<file path="src/rtl/masked_mant_mul_if.sv">
// Handshake bus for the masked significand multiplier.
// The master drives operands and out_ready; the slave returns the result.
interface masked_mant_mul_if;
  logic        in_valid;
  logic        in_ready;
  logic [11:0] sig_a;
  logic [11:0] sig_b;
  logic [10:0] mask;
  logic        out_valid;
  logic        out_ready;
  logic [23:0] product;
  logic        trunc;

  modport master (
    output in_valid, sig_a, sig_b, mask, out_ready,
    input  in_ready, out_valid, product, trunc
  );

  modport slave (
    input  in_valid, sig_a, sig_b, mask, out_ready,
    output in_ready, out_valid, product, trunc
  );
endinterface

</file>
<file path="src/rtl/masked_mant_mul.sv">
// Serial shift-and-add multiplier for 12-bit significands with a precision mask.
//
// state | meaning
// IDLE  | waiting for an operand set, in_ready=1
// BUSY  | one bit of masked B per cycle, MSB first, bw+1 cycles
// DONE  | result held until out_valid && out_ready
//
// The product register loads on the final BUSY edge; out_valid is a flop that
// rises one edge later, so the result is presented from settled registers.
module masked_mant_mul (
  input  logic             clk,
  input  logic             rst_n,
  masked_mant_mul_if.slave bus
);

  typedef enum logic [1:0] {
    IDLE = 2'd0,
    BUSY = 2'd1,
    DONE = 2'd2
  } state_t;

  state_t      state_q, state_d;
  logic [11:0] a_q, a_d;
  logic [11:0] b_sh_q, b_sh_d;
  logic [23:0] acc_q, acc_d;
  logic [3:0]  cnt_q, cnt_d;
  logic [3:0]  bw_q, bw_d;
  logic        trunc_pend_q, trunc_pend_d;
  logic [23:0] product_q, product_d;
  logic        trunc_q, trunc_d;
  logic        out_valid_q, out_valid_d;
  logic        in_ready;

  logic [10:0] frac_keep;
  logic [3:0]  bw_in;
  logic        run;
  logic [11:0] eff_mask;
  logic [11:0] a_m;
  logic [11:0] b_m;
  logic        trunc_in;
  logic        accept;
  logic        handshake;
  logic        last_bit;
  logic [23:0] acc_nxt;

  // Thermometer decode of the mask: keep bits from bit 10 down to the first 0.
  always_comb begin
    run       = 1'b1;
    bw_in     = 4'd0;
    frac_keep = 11'd0;
    for (int i = 10; i >= 0; i--) begin
      if (run && bus.mask[i]) begin
        frac_keep[i] = 1'b1;
        bw_in        = bw_in + 4'd1;
      end else begin
        run = 1'b0;
      end
    end
  end

  assign eff_mask  = {1'b1, frac_keep};
  assign a_m       = bus.sig_a & eff_mask;
  assign b_m       = bus.sig_b & eff_mask;
  assign trunc_in  = |((bus.sig_a | bus.sig_b) & ~eff_mask);

  assign accept    = (state_q == IDLE) && bus.in_valid;
  assign handshake = out_valid_q && bus.out_ready;
  assign last_bit  = (state_q == BUSY) && (cnt_q == 4'd0);
  assign acc_nxt   = {acc_q[22:0], 1'b0} + (b_sh_q[11] ? {12'd0, a_q} : 24'd0);

  // State register.
  always_ff @(posedge clk or negedge rst_n) begin
    if (!rst_n) begin
      state_q <= IDLE;
    end else begin
      state_q <= state_d;
    end
  end

  // Next-state logic.
  always_comb begin
    state_d = state_q;
    case (state_q)
      IDLE:    if (accept)    state_d = BUSY;
      BUSY:    if (last_bit)  state_d = DONE;
      DONE:    if (handshake) state_d = IDLE;
      default:                state_d = IDLE;
    endcase
  end

  // FSM outputs.
  always_comb begin
    in_ready = (state_q == IDLE);
  end

  // Datapath next values: operand capture, serial accumulate, result load.
  always_comb begin
    a_d          = a_q;
    b_sh_d       = b_sh_q;
    acc_d        = acc_q;
    cnt_d        = cnt_q;
    bw_d         = bw_q;
    trunc_pend_d = trunc_pend_q;
    product_d    = product_q;
    trunc_d      = trunc_q;
    out_valid_d  = (state_q == DONE) && !handshake;
    if (accept) begin
      a_d          = a_m;
      b_sh_d       = b_m;
      acc_d        = 24'd0;
      cnt_d        = bw_in;
      bw_d         = bw_in;
      trunc_pend_d = trunc_in;
    end else if (state_q == BUSY) begin
      acc_d  = acc_nxt;
      b_sh_d = {b_sh_q[10:0], 1'b0};
      if (cnt_q != 4'd0) begin
        cnt_d = cnt_q - 4'd1;
      end else begin
        // Re-align: only the top bw+1 bits of B were consumed.
        product_d = acc_nxt << (4'd11 - bw_q);
        trunc_d   = trunc_pend_q;
      end
    end
  end

  // Datapath registers.
  always_ff @(posedge clk or negedge rst_n) begin
    if (!rst_n) begin
      a_q          <= 12'd0;
      b_sh_q       <= 12'd0;
      acc_q        <= 24'd0;
      cnt_q        <= 4'd0;
      bw_q         <= 4'd0;
      trunc_pend_q <= 1'b0;
      product_q    <= 24'd0;
      trunc_q      <= 1'b0;
      out_valid_q  <= 1'b0;
    end else begin
      a_q          <= a_d;
      b_sh_q       <= b_sh_d;
      acc_q        <= acc_d;
      cnt_q        <= cnt_d;
      bw_q         <= bw_d;
      trunc_pend_q <= trunc_pend_d;
      product_q    <= product_d;
      trunc_q      <= trunc_d;
      out_valid_q  <= out_valid_d;
    end
  end

  assign bus.in_ready  = in_ready;
  assign bus.out_valid = out_valid_q;
  assign bus.product   = product_q;
  assign bus.trunc     = trunc_q;

endmodule

</file>
<file path="src/flat_wrapper.sv">
// flat-port wrapper written by rule: the top's interface ports become plain ports
module masked_mant_mul_flat 
  (clk, rst_n, bus_in_valid, bus_sig_a, bus_sig_b, bus_mask, bus_out_ready, bus_in_ready, bus_out_valid, bus_product, bus_trunc);
  masked_mant_mul_if bus_i ();
  input  logic clk;
  input  logic rst_n;
  input wire logic [$bits(bus_i.in_valid)-1:0] bus_in_valid;
  input wire logic [$bits(bus_i.sig_a)-1:0] bus_sig_a;
  input wire logic [$bits(bus_i.sig_b)-1:0] bus_sig_b;
  input wire logic [$bits(bus_i.mask)-1:0] bus_mask;
  input wire logic [$bits(bus_i.out_ready)-1:0] bus_out_ready;
  output wire logic [$bits(bus_i.in_ready)-1:0] bus_in_ready;
  output wire logic [$bits(bus_i.out_valid)-1:0] bus_out_valid;
  output wire logic [$bits(bus_i.product)-1:0] bus_product;
  output wire logic [$bits(bus_i.trunc)-1:0] bus_trunc;
  assign bus_i.in_valid = bus_in_valid;
  assign bus_i.sig_a = bus_sig_a;
  assign bus_i.sig_b = bus_sig_b;
  assign bus_i.mask = bus_mask;
  assign bus_i.out_ready = bus_out_ready;
  assign bus_in_ready = bus_i.in_ready;
  assign bus_out_valid = bus_i.out_valid;
  assign bus_product = bus_i.product;
  assign bus_trunc = bus_i.trunc;
  masked_mant_mul u_core (.clk(clk), .rst_n(rst_n), .bus(bus_i));
endmodule
</file>
<file path="config.mk">
export PLATFORM = sky130hd
export DESIGN_NAME = masked_mant_mul_flat
export DESIGN_NICKNAME = d
export VERILOG_FILES = /design/src/rtl/masked_mant_mul_if.sv /design/src/rtl/masked_mant_mul.sv /design/src/flat_wrapper.sv
export SDC_FILE = /design/constraint.sdc
export NUM_CORES = 1
export LEC_CHECK = 0
export ABC_CLOCK_PERIOD_IN_PS = 3900
export CAP_MARGIN = 0
export CORE_MARGIN = 2
export CORE_UTILIZATION = 55
export CTS_BUF_LIST = sky130_fd_sc_hd__clkbuf_8 sky130_fd_sc_hd__clkbuf_16
export DETAILED_ROUTE_END_ITERATION = 16
export GPL_ROUTABILITY_DRIVEN = 0
export PLACE_DENSITY = 0.77
export SYNTH_ARGS = -nofsm -noshare
export SYNTH_HDL_FRONTEND = slang
export SYNTH_SLANG_ARGS = --single-unit
</file>
<file path="constraint.sdc">
create_clock -name clk -period 3.9 [get_ports clk]
set_input_delay 1.17 -clock clk [delete_from_list [all_inputs] [get_ports clk]]
set_output_delay 1.17 -clock clk [all_outputs]
set_load 0.1 [all_outputs]
</file>
==> flow_summary_export.csv <==
group,metric,value,unit
sta,fin_crit,4960,ps
route,remaining_drc_errors,0,
synthesis,netlist_instances,800,
synthesis,synth_fp_nets,860,
critical_path,startpoint_type,"primary input",
sta,setup_ws,-1060,ps
clock_network,numClockSinks,84,
sta,fin_tns_setup,-4810,ps
synthesis,synth_seq_area_share,0.321,
floorplan,initial_core_util,0.568,
sta,fin_crit_sh,1.27,
finish,area_delta_synth_final,24.0,%
place,hpwl,13.9,mm
place,post-place-ws,-1830,ps
sta,setup_violations,6,
global_routing,gr-total-overflow,0,
power_and_ir_drop,power_leakage,3.53,nW
critical_path,worstPathMaxFanout,2,
floorplan,dieArea,0.0128,mm^2
route,drt-pass1-iter-count,6,
sta,clock.fmax,0.202,GHz
critical_path,path_class,"in -> reg",
sta,rsz0062_at_grt,"yes",
critical_path,setup.worst_path.end_class,"register",
place,port_buffers,65,
route,via_per_inst,6.54,
finish,antenna_cells,0,
sta,worstMarginPinSlew,1100,ps
power_and_ir_drop,fin_total_pwr,4.94,mW
synthesis,synth_seq_cells,84,
critical_path,arrival,5240,ps
sta,drv_slew,0,
finish,drive_above_1_share,0.182,
route,postRouteAntennaNets,0,
sta,whs,465,ps
clock_network,clock_latency,360,ps
clock_network,root_buffer,"clkbuf_16",
finish,final_nets,952,
global_routing,grt_pass1_vias,6628,
run,maxCapViolCount,0,
floorplan,num_io_pins,66,
route,drt_wl_total,19.7,mm
power_and_ir_drop,p_per_area,609,mW/mm^2
global_routing,grt_max_degree,85,
status,violations,"negative setup slack",
sta,slew_headroom,0.267,
critical_path,r2r_setup_slack,250,ps
finish,final_core_util,0.704,
sta,finalHoldViolCount,0,
min_path,hold_path.class,"reg -> reg",
clock_network,clk_pin_slew_worst_paths,70,ps
global_routing,grt_antenna_before_repair,0,
synthesis,synth_area_per_cell,8.17,um^2
synthesis,async_flop_share,1.00,
clock_network,cts_tree,"done",
clock_network,cts_buffer_depth,2,
synthesis,synth_ff_type,"dfrtp_1",
floorplan,fp.dieH,113,um
sta,finClkSkew,9.22,ps
global_routing,grt_use_total,0.308,
synthesis,synth_area,0.00654,mm^2
route,vias,6804,
floorplan,fp-row-count,39,
route,drt-wirelength-per-cell,18.9,um
floorplan,die_x,113,um
clock_network,cts_hold_buf,0,
clock_network,numCtsBuffers,9,
global_routing,grt_pass1_wl,32.0,mm
status,status,"finished, violations left",
clock_network,htreeDepth,3,
route,drt_iter0_markers,797,
power_and_ir_drop,peakVddDrop,0.756,mV
synthesis,synth_cell_type_count,90,
floorplan,core_area,0.0115,mm^2
critical_path,crit_required,4180,ps
synthesis,synth_edf_count,0,
synthesis,ys_warn_count,0,
## state kept, by name (all words and copies together), names as in the netlist
name	count
u_core.bw_q	4
u_core.bus.out_valid	1
u_core.acc_q	23
u_core.a_q	12
u_core.b_sh_q	12
u_core.cnt_q	4
u_core.bus.trunc	1
u_core.state_q	2
u_core.trunc_pend_q	1
u_core.bus.product	24
## what timing repair did
action                                  in CTS  in global routing
endpoints found under the setup margin       6                  6
gates resized for setup                     26                 12
setup buffers                               12                  4
pin swaps                                   21                 19
## placed cells by master, fill, tap and decap left out, types with 7 or more instances in the layout
master             n
a31oi_1           10
xor2_1             8
clkdlybuf4s50_1   45
mux2i_1           16
o21ai_0           46
a2111oi_0          7
o22ai_1           10
clkbuf_16          9
a21oi_1           42
and3_1             7
buf_4             79
a21o_1             9
o31ai_1           10
nand3_1           41
nor3_1            15
o21a_1             8
and2_1            18
nand2_1          128
nor2_1            62
inv_1             17
xnor2_1           12
dfrtp_1           84
o211ai_1          12
ha_1              15
a211oi_1          13
## critical path: stages
cell	delay [ps]
buf_6	90
nand2b_4	130
and2_4	140
ha_4	280
nand2_4	50
a31oi_4	180
ha_4	230
mux2_4	250
mux2i_1	180
a31oi_2	150
mux2i_1	200
inv_1	100
ha_4	230
and2_4	160
o21ai_4	150
o21ai_2	70
ha_1	300
o21a_1	170
ha_4	150
nand2_2	60
xor2_1	140
nor2_1	120
xor2_1	190
xnor2_1	140
nand2_1	90
o21ai_1	100
## cell type report
type / count / area, um^2
inverters: 20 / 75.1
fillers: 886 / 3410
clock inverters: 6 / 70.1
flip-flops and latches: 84 / 2100
repair buffers: 131 / 1110
multi-input cells: 646 / 4330
clock buffers: 10 / 239
well taps: 143 / 179
## synth_stat cells, drive strengths merged (6+ instances only)
cell,count,area share
nand4,7,0.0090
o21ai,59,0.051
o21a,8,0.0092
nor3,17,0.013
o211ai,12,0.014
a211oi,16,0.022
a211o,6,0.0080
nand3,42,0.032
xnor2,13,0.019
inv,19,0.011
a2111oi,10,0.017
a21o,9,0.010
nand2b,6,0.0057
nand2,131,0.076
clkbuf,36,0.021
and3,8,0.0078
a21oi,44,0.034
o31ai,12,0.014
nor2,64,0.038
or2,6,0.0057
mux2i,16,0.024
ha,20,0.038
xor2,8,0.011
a22oi,6,0.0069
o22ai,10,0.0096
a31oi,12,0.011
buf,14,0.012
dfrtp,84,0.32
and2,21,0.020
## power by group
group | switching [mW] | internal, mW
clock | 0.372 | 0.519
sequential | 0.149 | 1.09
combinational | 1.98 | 0.825
total | 2.51 | 2.44
## per-stage QoR
stage / area, um^2 / std cells
after floorplan: 6600 / 800
after global placement: 7560 / 1008
after detailed placement: 7560 / 1008
after CTS: 8010 / 1036
after global routing: 8110 / 1040
final: 8110 / 1040
## cell families (layout without fill, tap and decap cells)
| kind of cell | count (synthesis) | in the layout | share of synthesized area |
|---|---|---|---|
| AOI/OAI and AO/OA | 259 | 259 | 0.289 |
| xor gates and xnor gates | 21 | 21 | 0.0293 |
| adders and majority gates | 21 | 21 | 0.0413 |
| buffers and inverters | 70 | 167 | 0.0438 |
| DFF | 84 | 84 | 0.321 |
| muxes | 24 | 24 | 0.0452 |
| and+or+nand+nor | 321 | 321 | 0.230 |
## final timing paths
| path | startpoint | endpoint | cells past startpoint |
|---|---|---|---|
| worst min-delay path | u_core.bus.product[3] | u_core.bus.product[3] | 2 |
| min in group asynchronous | rst_n | u_core.acc_q[11] | 1 |
| worst max register to register | u_core.b_sh_q[11] | u_core.bus.product[23] | 11 |
| max in group asynchronous | rst_n | u_core.acc_q[14] | 1 |
| worst max-delay path | bus_mask[8] | u_core.cnt_q[2] | 26 |
| worst min register to register | u_core.bus.product[3] | u_core.bus.product[3] | 2 |
## per-layer routing
layer / global-route usage / vias up / wire [um]
met5: 0 / - / 0
met4: 0.126 / 0 / 636
met3: 0.0584 / 59 / 1280
met2: 0.530 / 336 / 9650
met1: 0.381 / 3249 / 8120
li1: - / 3160 / -
Power figures use the tool's default switching activity.
